--- src/rtl/ssd_scan_driver.sv ---
// Time-multiplexed seven-segment scan driver with per-frame BCD snapshot and anode dead time.
// Define SSD_LZ_BLANK_EN to build leading-zero blanking on the snapshot data.
module ssd_scan_driver #(
    parameter int NUM_DIGITS   = 4,
    parameter int GHOST_CYCLES = 2
) (
    input  logic                    Clk,
    input  logic                    Rst_n,
    input  logic                    Refresh_Clk,
    input  logic [4*NUM_DIGITS-1:0] Digits,
    input  logic [NUM_DIGITS-1:0]   Dp_Mask,
    output logic [NUM_DIGITS-1:0]   An,
    output logic [6:0]              Seg,
    output logic                    Dp,
    output logic                    Frame_Done
);

    localparam int SEL_W = (NUM_DIGITS > 1) ? $clog2(NUM_DIGITS) : 1;
    localparam int GW    = (GHOST_CYCLES > 0) ? $clog2(GHOST_CYCLES + 1) : 1;
    localparam logic [SEL_W-1:0] LAST_SEL = SEL_W'(NUM_DIGITS - 1);

    logic                    refresh_q;
    logic                    active_q, active_d;
    logic [SEL_W-1:0]        sel_q, sel_d;
    logic [GW-1:0]           ghost_q, ghost_d;
    logic [4*NUM_DIGITS-1:0] shadow_q, shadow_d;
    logic [NUM_DIGITS-1:0]   mask_q, mask_d;
    logic [NUM_DIGITS-1:0]   an_q, an_d;
    logic [6:0]              seg_q, seg_d;
    logic                    dp_q, dp_d;
    logic                    frame_q, frame_d;

    logic       tick;
    logic [3:0] cur_digit;
    logic       cur_dp;
    logic       cur_blank;

    function automatic logic [6:0] bcd_to_seg(input logic [3:0] bcd);
        logic [6:0] s;
        case (bcd)
            4'd0:    s = 7'h40;
            4'd1:    s = 7'h79;
            4'd2:    s = 7'h24;
            4'd3:    s = 7'h30;
            4'd4:    s = 7'h19;
            4'd5:    s = 7'h12;
            4'd6:    s = 7'h02;
            4'd7:    s = 7'h78;
            4'd8:    s = 7'h00;
            4'd9:    s = 7'h10;
            default: s = 7'h7F;
        endcase
        return s;
    endfunction

    assign tick = Refresh_Clk & ~refresh_q;

    always_comb begin
        sel_d    = sel_q;
        shadow_d = shadow_q;
        mask_d   = mask_q;
        frame_d  = 1'b0;
        active_d = active_q | tick;
        ghost_d  = (ghost_q != '0) ? ghost_q - GW'(1) : ghost_q;
        if (tick) begin
            ghost_d = GW'(GHOST_CYCLES);
            if (sel_q == LAST_SEL) begin
                sel_d    = '0;
                shadow_d = Digits;
                mask_d   = Dp_Mask;
                frame_d  = 1'b1;
            end else begin
                sel_d = sel_q + SEL_W'(1);
            end
        end
    end

    // Outputs are computed from next-state values so they land one cycle after the tick.
    always_comb begin
        logic zero_run;
        cur_digit = 4'd0;
        cur_dp    = 1'b0;
        cur_blank = 1'b0;
        zero_run  = 1'b1;
        an_d      = '1;
        for (int k = NUM_DIGITS - 1; k >= 0; k--) begin
            zero_run = zero_run & (shadow_d[4*k +: 4] == 4'd0) & ~mask_d[k];
            if (SEL_W'(k) == sel_d) begin
                cur_digit = shadow_d[4*k +: 4];
                cur_dp    = mask_d[k];
                cur_blank = zero_run & (k != 0);
                an_d[k]   = 1'b0;
            end
        end
        seg_d = bcd_to_seg(cur_digit);
        dp_d  = ~cur_dp;
`ifdef SSD_LZ_BLANK_EN
        if (cur_blank) begin
            seg_d = 7'h7F;
            dp_d  = 1'b1;
        end
`endif
        if (!active_d) begin
            seg_d = 7'h7F;
            dp_d  = 1'b1;
        end
        if (!active_d || ghost_d != '0) an_d = '1;
    end

    always_ff @(posedge Clk or negedge Rst_n) begin
        if (!Rst_n) begin
            refresh_q <= 1'b0;
            active_q  <= 1'b0;
            sel_q     <= LAST_SEL;
            ghost_q   <= '0;
            shadow_q  <= '0;
            mask_q    <= '0;
            an_q      <= '1;
            seg_q     <= 7'h7F;
            dp_q      <= 1'b1;
            frame_q   <= 1'b0;
        end else begin
            refresh_q <= Refresh_Clk;
            active_q  <= active_d;
            sel_q     <= sel_d;
            ghost_q   <= ghost_d;
            shadow_q  <= shadow_d;
            mask_q    <= mask_d;
            an_q      <= an_d;
            seg_q     <= seg_d;
            dp_q      <= dp_d;
            frame_q   <= frame_d;
        end
    end

    assign An         = an_q;
    assign Seg        = seg_q;
    assign Dp         = dp_q;
    assign Frame_Done = frame_q;

endmodule

--- config.mk ---
export PLATFORM = sky130hd
export DESIGN_NAME = ssd_scan_driver
export DESIGN_NICKNAME = d
export VERILOG_FILES = /design/src/rtl/ssd_scan_driver.sv
export SDC_FILE = /design/constraint.sdc
export NUM_CORES = 1
export LEC_CHECK = 0
export ABC_AREA = 1
export ABC_CLOCK_PERIOD_IN_PS = 5430
export CAP_MARGIN = 20
export CORE_MARGIN = 1
export CORE_UTILIZATION = 56
export DETAILED_ROUTE_END_ITERATION = 6
export PLACE_DENSITY_LB_ADDON = 0.25
export SETUP_SLACK_MARGIN = 0.15
export SYNTH_ARGS = -nofsm -noshare
export SYNTH_HDL_FRONTEND = slang
export SYNTH_SLANG_ARGS = --single-unit
--- constraint.sdc ---
create_clock -name Clk -period 5.43 [get_ports Clk]
set_input_delay 1.086 -clock Clk [delete_from_list [all_inputs] [get_ports Clk]]
set_output_delay 1.086 -clock Clk [all_outputs]
set_load 0.03 [all_outputs]
* Yosys cells after proc, flatten, opt, wreduce, memory -nomap -nowiden
Memory sizes are Yosys's and may differ from the RTL's. Cells that the tools add are included.
Cells by class: shifts and indexed selects 0, muxes and demuxes 25, equality and inequality tests 4, bitwise gates (word level) 4, order comparisons 0, add/subtract/negate cells 2, divide/modulo/power cells 0, reductions and logical operators 5, $mul 0
Operators by type and width (count):
- 2-to-1 mux 16 bit | 2
- 2-to-1 mux 4 bit | 7
- 2-to-1 mux 1 bit | 11
- 2-to-1 mux 2 bit | 4
- 2-to-1 mux 7 bit | 1
- == test 2 bit, first input constant | 2
- nonzero test 2 bit | 2
- adder 2 x 1 -> 2 bit, second input constant | 1
- == test 1 x 2 -> 1 bit, first input constant | 1
- == test 2 bit, second input constant | 1
- logical NOT 2 bit | 1
- NOT 1 bit | 2
- subtractor 2 x 1 -> 2 bit, second input constant | 1
- bitwise AND 1 bit | 1
- logical NOT 1 bit | 1
- logical OR 1 bit | 1
- bitwise OR 1 bit | 1
Word-level totals: logic and storage cells 51, bits in registers 39, RAM bits 0, memories 1, bits in read-only memories 112, latch bits 0, input port bits 23
Memory list:
- (no name shown) | depth 16, bits a word 7, rd ports 1, clocked after memory_dff 0, wr ports 0, RTL line 40 | case (bcd)

* Depth between registers and ports, before layout
Gate-level depths: netlist of the first run.
depth after elaboration 10, depth in mapped cells 16

* Worst setup path after synthesis of the first run
No wires, ideal clock.
kind input to register, start in Refresh_Clk, end reg seg_q[5], in the netlist Seg[5], cell stages on the path 15, path buffers 3, slack 2872 ps, arrival time 2472 ps, library setup time 86 ps, path through buf_6 -> nand3_4 -> buf_6 -> buf_6 -> nand2_1 -> nand2_1 -> nand2_1 -> nand3_2 -> nor2_4 -> inv_1 -> ha_1 -> inv_1 -> nand3_1 -> nand3_1 -> nand3_1
On the way: elaborated cells on any way between the ends 14, classes of those cells 3 x eq/ne; 7 x mux; 2 x bitwise; 1 x reduce/logical; 1 x memory
RTL lines:
- start, declared | RTL line 9 | input logic Refresh_Clk,
- bitwise AND 1 bit | RTL line 56 | assign tick = Refresh_Clk & ~refresh_q;
- 2-to-1 mux 16 bit | RTL line 65 | if (tick) begin
- net shadow_d[4] | RTL line 26 | logic [4*NUM_DIGITS-1:0] shadow_q, shadow_d;
- 2-to-1 mux 4 bit (2 in a row) | RTL line 88 | if (SEL_W'(k) == sel_d) begin
- memory read (16 x 7 bit)
- 2-to-1 mux 7 bit | RTL line 103 | if (!active_d) begin
- net seg_d[5] | RTL line 29 | logic [6:0] seg_q, seg_d;
- end signal, assigned | RTL line 130 | seg_q <= seg_d;
- end, declared | RTL line 29
The timed path passes the listed nets, and every way through them passes these cells.

* Final worst setup path of the first run
start in Refresh_Clk, end reg seg_q[3], in the netlist Seg[3]
On the way: elaborated cells on any way between the ends 14, classes of those cells 3 x eq/ne; 7 x mux; 2 x bitwise; 1 x reduce/logical; 1 x memory
RTL lines (RTL line):
- bitwise AND 1 bit | 56
- 2-to-1 mux 16 bit | 65
- net shadow_d[13] | 26
- 2-to-1 mux 4 bit (4 in a row) | 88
- memory read (16 x 7 bit)
- 2-to-1 mux 7 bit | 103
- net seg_d[3] | 29
The timed path passes the listed nets, and every way through them passes these cells.

==> results of run 1 <==
==> through the flow <==
stage	util	total power, mW	worst slack (ps)
floorplan	-	1.00	2870
global placement	0.691	1.17	1910
detailed placement	0.691	1.20	1860
CTS	0.706	1.34	2210
global route	0.706	1.45	2010
finish	0.706	1.33	2220
==> cell usage in the layout, fill, tap and decap left out <==
| cell | netlist | final |
|---|---|---|
| a21oi_1 | 2 | 2 |
| inv_4 | 1 | 1 |
| or2_1 | 1 | 1 |
| ha_1 | 7 | 7 |
| inv_2 | 4 | 4 |
| nand3_4 | 1 | 1 |
| nand2_4 | 3 | 3 |
| o21ai_0 | 2 | 2 |
| buf_2 | 1 | 1 |
| nand4_4 | 1 | 1 |
| dfstp_2 | 14 | 14 |
| clkbuf_1 | 0 | 2 |
| nor3_1 | 1 | 1 |
| o21ai_1 | 2 | 2 |
| dfrtp_1 | 25 | 25 |
| nand3_1 | 22 | 22 |
| nor2_2 | 3 | 3 |
| clkbuf_4 | 0 | 5 |
| nand2_2 | 7 | 7 |
| nand3_2 | 5 | 5 |
| nor2_4 | 5 | 5 |
| a31oi_1 | 1 | 1 |
| nand4_1 | 6 | 6 |
| or2_0 | 1 | 1 |
| inv_1 | 14 | 14 |
| o21bai_1 | 1 | 1 |
| clkdlybuf4s50_1 | 0 | 34 |
| nor2_1 | 7 | 7 |
| clkinv_2 | 0 | 1 |
| nand2_1 | 77 | 77 |
==> area by class of cell <==
cell class	instances	area share
Clock buffer	7	0.0190
Clock inverter	1	0.00211
Inverter	19	0.0311
Multi-Input combinational cell	155	0.360
Sequential cell	39	0.419
Tap cell	46	0.0242
Timing Repair Buffer	35	0.145
==> kinds of logic (layout without fill, tap and decap cells) <==
group / after synthesis / in the layout
and+or+nand+nor: 140 / 140
DFF: 39 / 39
buffers and inverters: 24 / 62
AOI/OAI and AO/OA: 8 / 8
adders and majority gates: 7 / 7
==> state kept, by name, indices dropped and copies added (netlist names) <==
register / cells
shadow_q: 16
refresh_q: 1
An: 4
active_q: 1
Seg: 7
ghost_q: 2
sel_q: 2
Dp: 1
Frame_Done: 1
mask_q: 4
==> power breakdown <==
part           internal, mW  switching [mW]  leakage (nW)
combinational         0.265           0.457         0.676
sequential            0.436          0.0346         0.458
clock                0.0504          0.0864        0.0293
total                 0.752           0.578          1.16
==> how the worst max path moves through the flow <==
stage,startpoint,end,cells past startpoint
global placement,Refresh_Clk,Seg[3],12
global route,Refresh_Clk,Seg[3],12
finish,Refresh_Clk,Seg[3],12
detailed placement,Refresh_Clk,Seg[3],12
floorplan,Refresh_Clk,Seg[5],15
CTS,Refresh_Clk,Seg[3],12
==> metal layers <==
layer,global-route usage,wire (microns),part of all wire,vias up
li1,-,-,-,769
met4,0.117,73,0.019,0
met1,0.309,1700,0.43,743
met5,0,0,0,-
met2,0.399,1910,0.49,43
met3,0.0588,231,0.059,6
==> worst max-delay path, delay by kind of cell <==
kind                       cells  cell delay, ps
buffers and inverters          2            1100
and+or+nand+nor                9            1020
adders and majority gates      1             280
==> metrics, run 1 <==
input/output buffers 35; FF-to-FF Start sel_q[0]; Worst-Margin Slew 816 ps; EDFF count, synth 0; area of the die 3750 sq um; Starting Density 0.585; Cells after Synth 218; Diodes inserted 0; Vias 1561; Final min period 3210 ps; VDD IR max 0.000394 V; cts hold-fix bufs 0; P&R area growth vs syn 20.7%; PwrDens 560 nW/um^2; initial antenna violation count 0; clk buf depth 2; global placement routability congestion 0.921; Setup Fix Bufs, Post-CTS 0; CP Max Fanout 21; synth cell count leaders nand2_1, dfrtp_1, nand3_1; CP endpoint kind flip-flop; Multi-input gate area 853 sq um; vias in the first global route 1409; mux share of post-synthesis cell area 0; vias per std cell 5.17; chip height 61.3 microns; status finished, final reports clean; relative slew slack 0.456; worst hold path stage count 1; FFs w/ async S/R, synth 1.00; xor/xnor share of the synthesized area 0; cells along the critical path clkdlybuf4s50_1 -> nand3_4 -> inv_2 -> nand2_1 -> nand2_1 -> nand2_1 -> nand3_1 -> nor2_2 -> ha_1 -> nand3_1 -> nand3_1 -> nand3_1; reg2reg end Seg[3]; placed cell areas 2320 sq um; worst path required time 5710 ps; fillcell total 292; # resized after CTS 0; CTS tree yes; Pleak 1.16 nW; placed cell count 294; layout cells sized above 1 0.199; row cnt 21; Synth area leader dfrtp_1; final setup fails 0; H-tree levels 2; setup TNS 0 ps; Reg clk slew, reported paths 100 ps; Hold WS 438 ps; first-pass GRT wire length 6.42 mm; largest family of logic cells by synthesized area simple AND/OR/NAND/NOR gates; Routed Antenna Nets 0; fin. max-slew vios 0; Yosys reg bits 39; max_cap viols 0; crit path DAT 3490 ps; worst r2r path cells 12; fin nets 285; largest net degree at the start of global routing 40; total track usage 0.245; final hold vios 0; global route overflow 0; number of I/O pins 36; count leader, synth nand2_1; crit-path max cell delay 790 ps; Synth Area in Simple Gates 0.367; R2R setup slack 2780 ps; Area contributors post-synth dfrtp_1, dfstp_2, nand2_1; Wirelength per Cell 13.0 microns; CP max-delay cell clkdlybuf4s50_1; root buf cell clkbuf_4; Post-Syn Area 1970 sq um; most used cell, CP nand3_1; YS warnings 0; Synth cell types 28; Clock Skews 7.35 ps; sequential fraction of the synthesis area 0.505; Crit Path Category in -> reg; clock latency on the worst-skew pair 350 ps; CP Launch Type input pin; Synth Area in Compound Gates 0.0223; maximum clock rate 0.311 GHz; Detailed Routing Iterations Pass 1 4; RSZ-0062 raised after global routing false; drt initial violations 66; hold path endpoint ghost_q[0]; Post-Route WL 3.91 mm; Final HPWL DP 2.90 mm; Sink Count 39; HP Class reg -> reg; DRC violations left 0; post-synth top area share 0.318; total CTS buffers 5; Period Utilization, post-route 0.591; ys flop type dfrtp_1; register area 993 sq um; syn avg cell area 9.02 sq um; syn nets 248; Post-Synth Adder-Cell Area 0.0445; Core Area 3360 sq um; Die W 61.3 microns; non-filler cells, final 302; design area 2370 sq um; Hold Path Origin ghost_q[0]
(Power assumes the default switching activity.)
==> run 2, diff against run 1 <==
- ABC_CLOCK_PERIOD_IN_PS: 5430 -> 3300
- CORE_UTILIZATION: 56 -> 52
- clock period: 5.43 -> 3.3 ns (I/O delays scaled with it)
==> metrics, run 2 (synthesis gave the netlist of run 1 again) <==
total track usage 0.220; PwrDens 974 nW/um^2; CTS tree yes; Starting Density 0.567; Crit Path Category in -> reg; commonest non-fill, non-tap cells in the layout nand2_1, clkdlybuf4s50_1, dfrtp_1; register with the most flip-flops shadow_q; row cnt 21; crit path DAT 3000 ps; global route overflow 0; area of the die 4030 sq um; Clock Skews 5.18 ps; setup TNS 0 ps; Sink Count 39; Vias 1552; HP Class reg -> reg; status finished, final reports clean; Final HPWL DP 2.78 mm; CP Max Fanout 21; Detailed Routing Iterations Pass 1 4; final setup fails 0; Final min period 2790 ps; Die W 63.5 microns; # resized after CTS 0; final hold vios 0; drt initial violations 80; register area 993 sq um; clk buf depth 2; clock latency on the worst-skew pair 300 ps; Diodes inserted 0; Setup Fix Bufs, Post-CTS 0; Multi-input gate area 853 sq um; VDD IR max 0.000559 V; largest net degree at the start of global routing 40; max_cap viols 0; Final WS setup 514 ps; maximum clock rate 0.359 GHz; vias in the first global route 1428; total CTS buffers 5; vias per std cell 5.14; number of I/O pins 36; CP endpoint kind flip-flop; fillcell total 275; relative slew slack 0.448; worst path required time 3520 ps; Post-Route WL 3.90 mm; Routed Antenna Nets 0; chip height 63.5 microns; fin. max-slew vios 0; Reg clk slew, reported paths 70 ps; H-tree levels 2; initial antenna violation count 0; Period Utilization, post-route 0.844; max reg flops 16; root buf cell clkbuf_8; commonest non-fill, non-tap cell in the layout nand2_1; cts hold-fix bufs 0; Layout Utilization 0.704; RSZ-0062 raised after global routing false; DRC violations left 0; fin nets 285; P&R area growth vs syn 24.1%; input/output buffers 35; Pleak 1.19 nW; global placement routability congestion 0.860; Post-Place Setup Slack 186 ps; first-pass GRT wire length 6.69 mm; CP Launch Type input pin; Wirelength per Cell 12.9 microns; R2R setup slack 720 ps; Worst-Margin Slew 829 ps; Core Area 3470 sq um; layout cells sized above 1 0.207
==> run 2: report_power, final <==
group	leakage (nW)	internal, mW	total (mW)	switching [mW]
Sequential	0.458	0.719	0.776	0.0573
Clock	0.0612	0.244	0.406	0.161
Combinational	0.676	0.437	1.19	0.758
==> run 2: cell type report <==
| type | instances | share of cell area |
|---|---|---|
| flip-flops and latches | 39 | 0.407 |
| inverters | 19 | 0.0302 |
| repair buffers | 35 | 0.141 |
| clock buffers | 6 | 0.0338 |
| multi-input cells | 155 | 0.350 |
| clock inverters | 2 | 0.0144 |
| well taps | 46 | 0.0236 |
==> run 2: critical path, stage by stage <==
cell and delay, ps:
clkdlybuf4s50_1 760, nand3_4 280, inv_2 310, nand2_1 80, nand2_1 110, nand2_1 80, nand3_2 110, nor2_4 50
ha_1 300, nand3_1 100, nand3_1 100, nand3_1 60
==> run 2: stage by stage <==
stage | hold WS (ps) | power [mW] | instance area [sq um] | std cells
finish | 436 | 2.38 | 2440 | 302
global placement | 415 | 1.94 | 2320 | 294
detailed placement | 423 | 1.96 | 2320 | 294
CTS | 437 | 2.38 | 2440 | 302
global route | 485 | 2.56 | 2440 | 302
floorplan | 364 | 1.65 | 1970 | 218
==> run 2: worst paths after layout <==
path / start / endpoint / depth (start not counted)
worst max-delay path: Refresh_Clk / Seg[3] / 12
worst min-delay path: ghost_q[0] / ghost_q[0] / 1
worst max register to register: sel_q[0] / Seg[3] / 12
worst min register to register: ghost_q[0] / ghost_q[0] / 1
max in group asynchronous: Rst_n / shadow_q[10] / 1
min in group asynchronous: Rst_n / ghost_q[0] / 1
==> run 2: layer usage <==
layer,vias up,track usage,part of all wire,wire length (microns)
li1,767,-,-,-
met1,733,0.299,0.45,1770
met2,43,0.322,0.47,1830
met3,9,0.0543,0.055,214
met4,0,0.119,0.021,80
met5,-,0,0,0
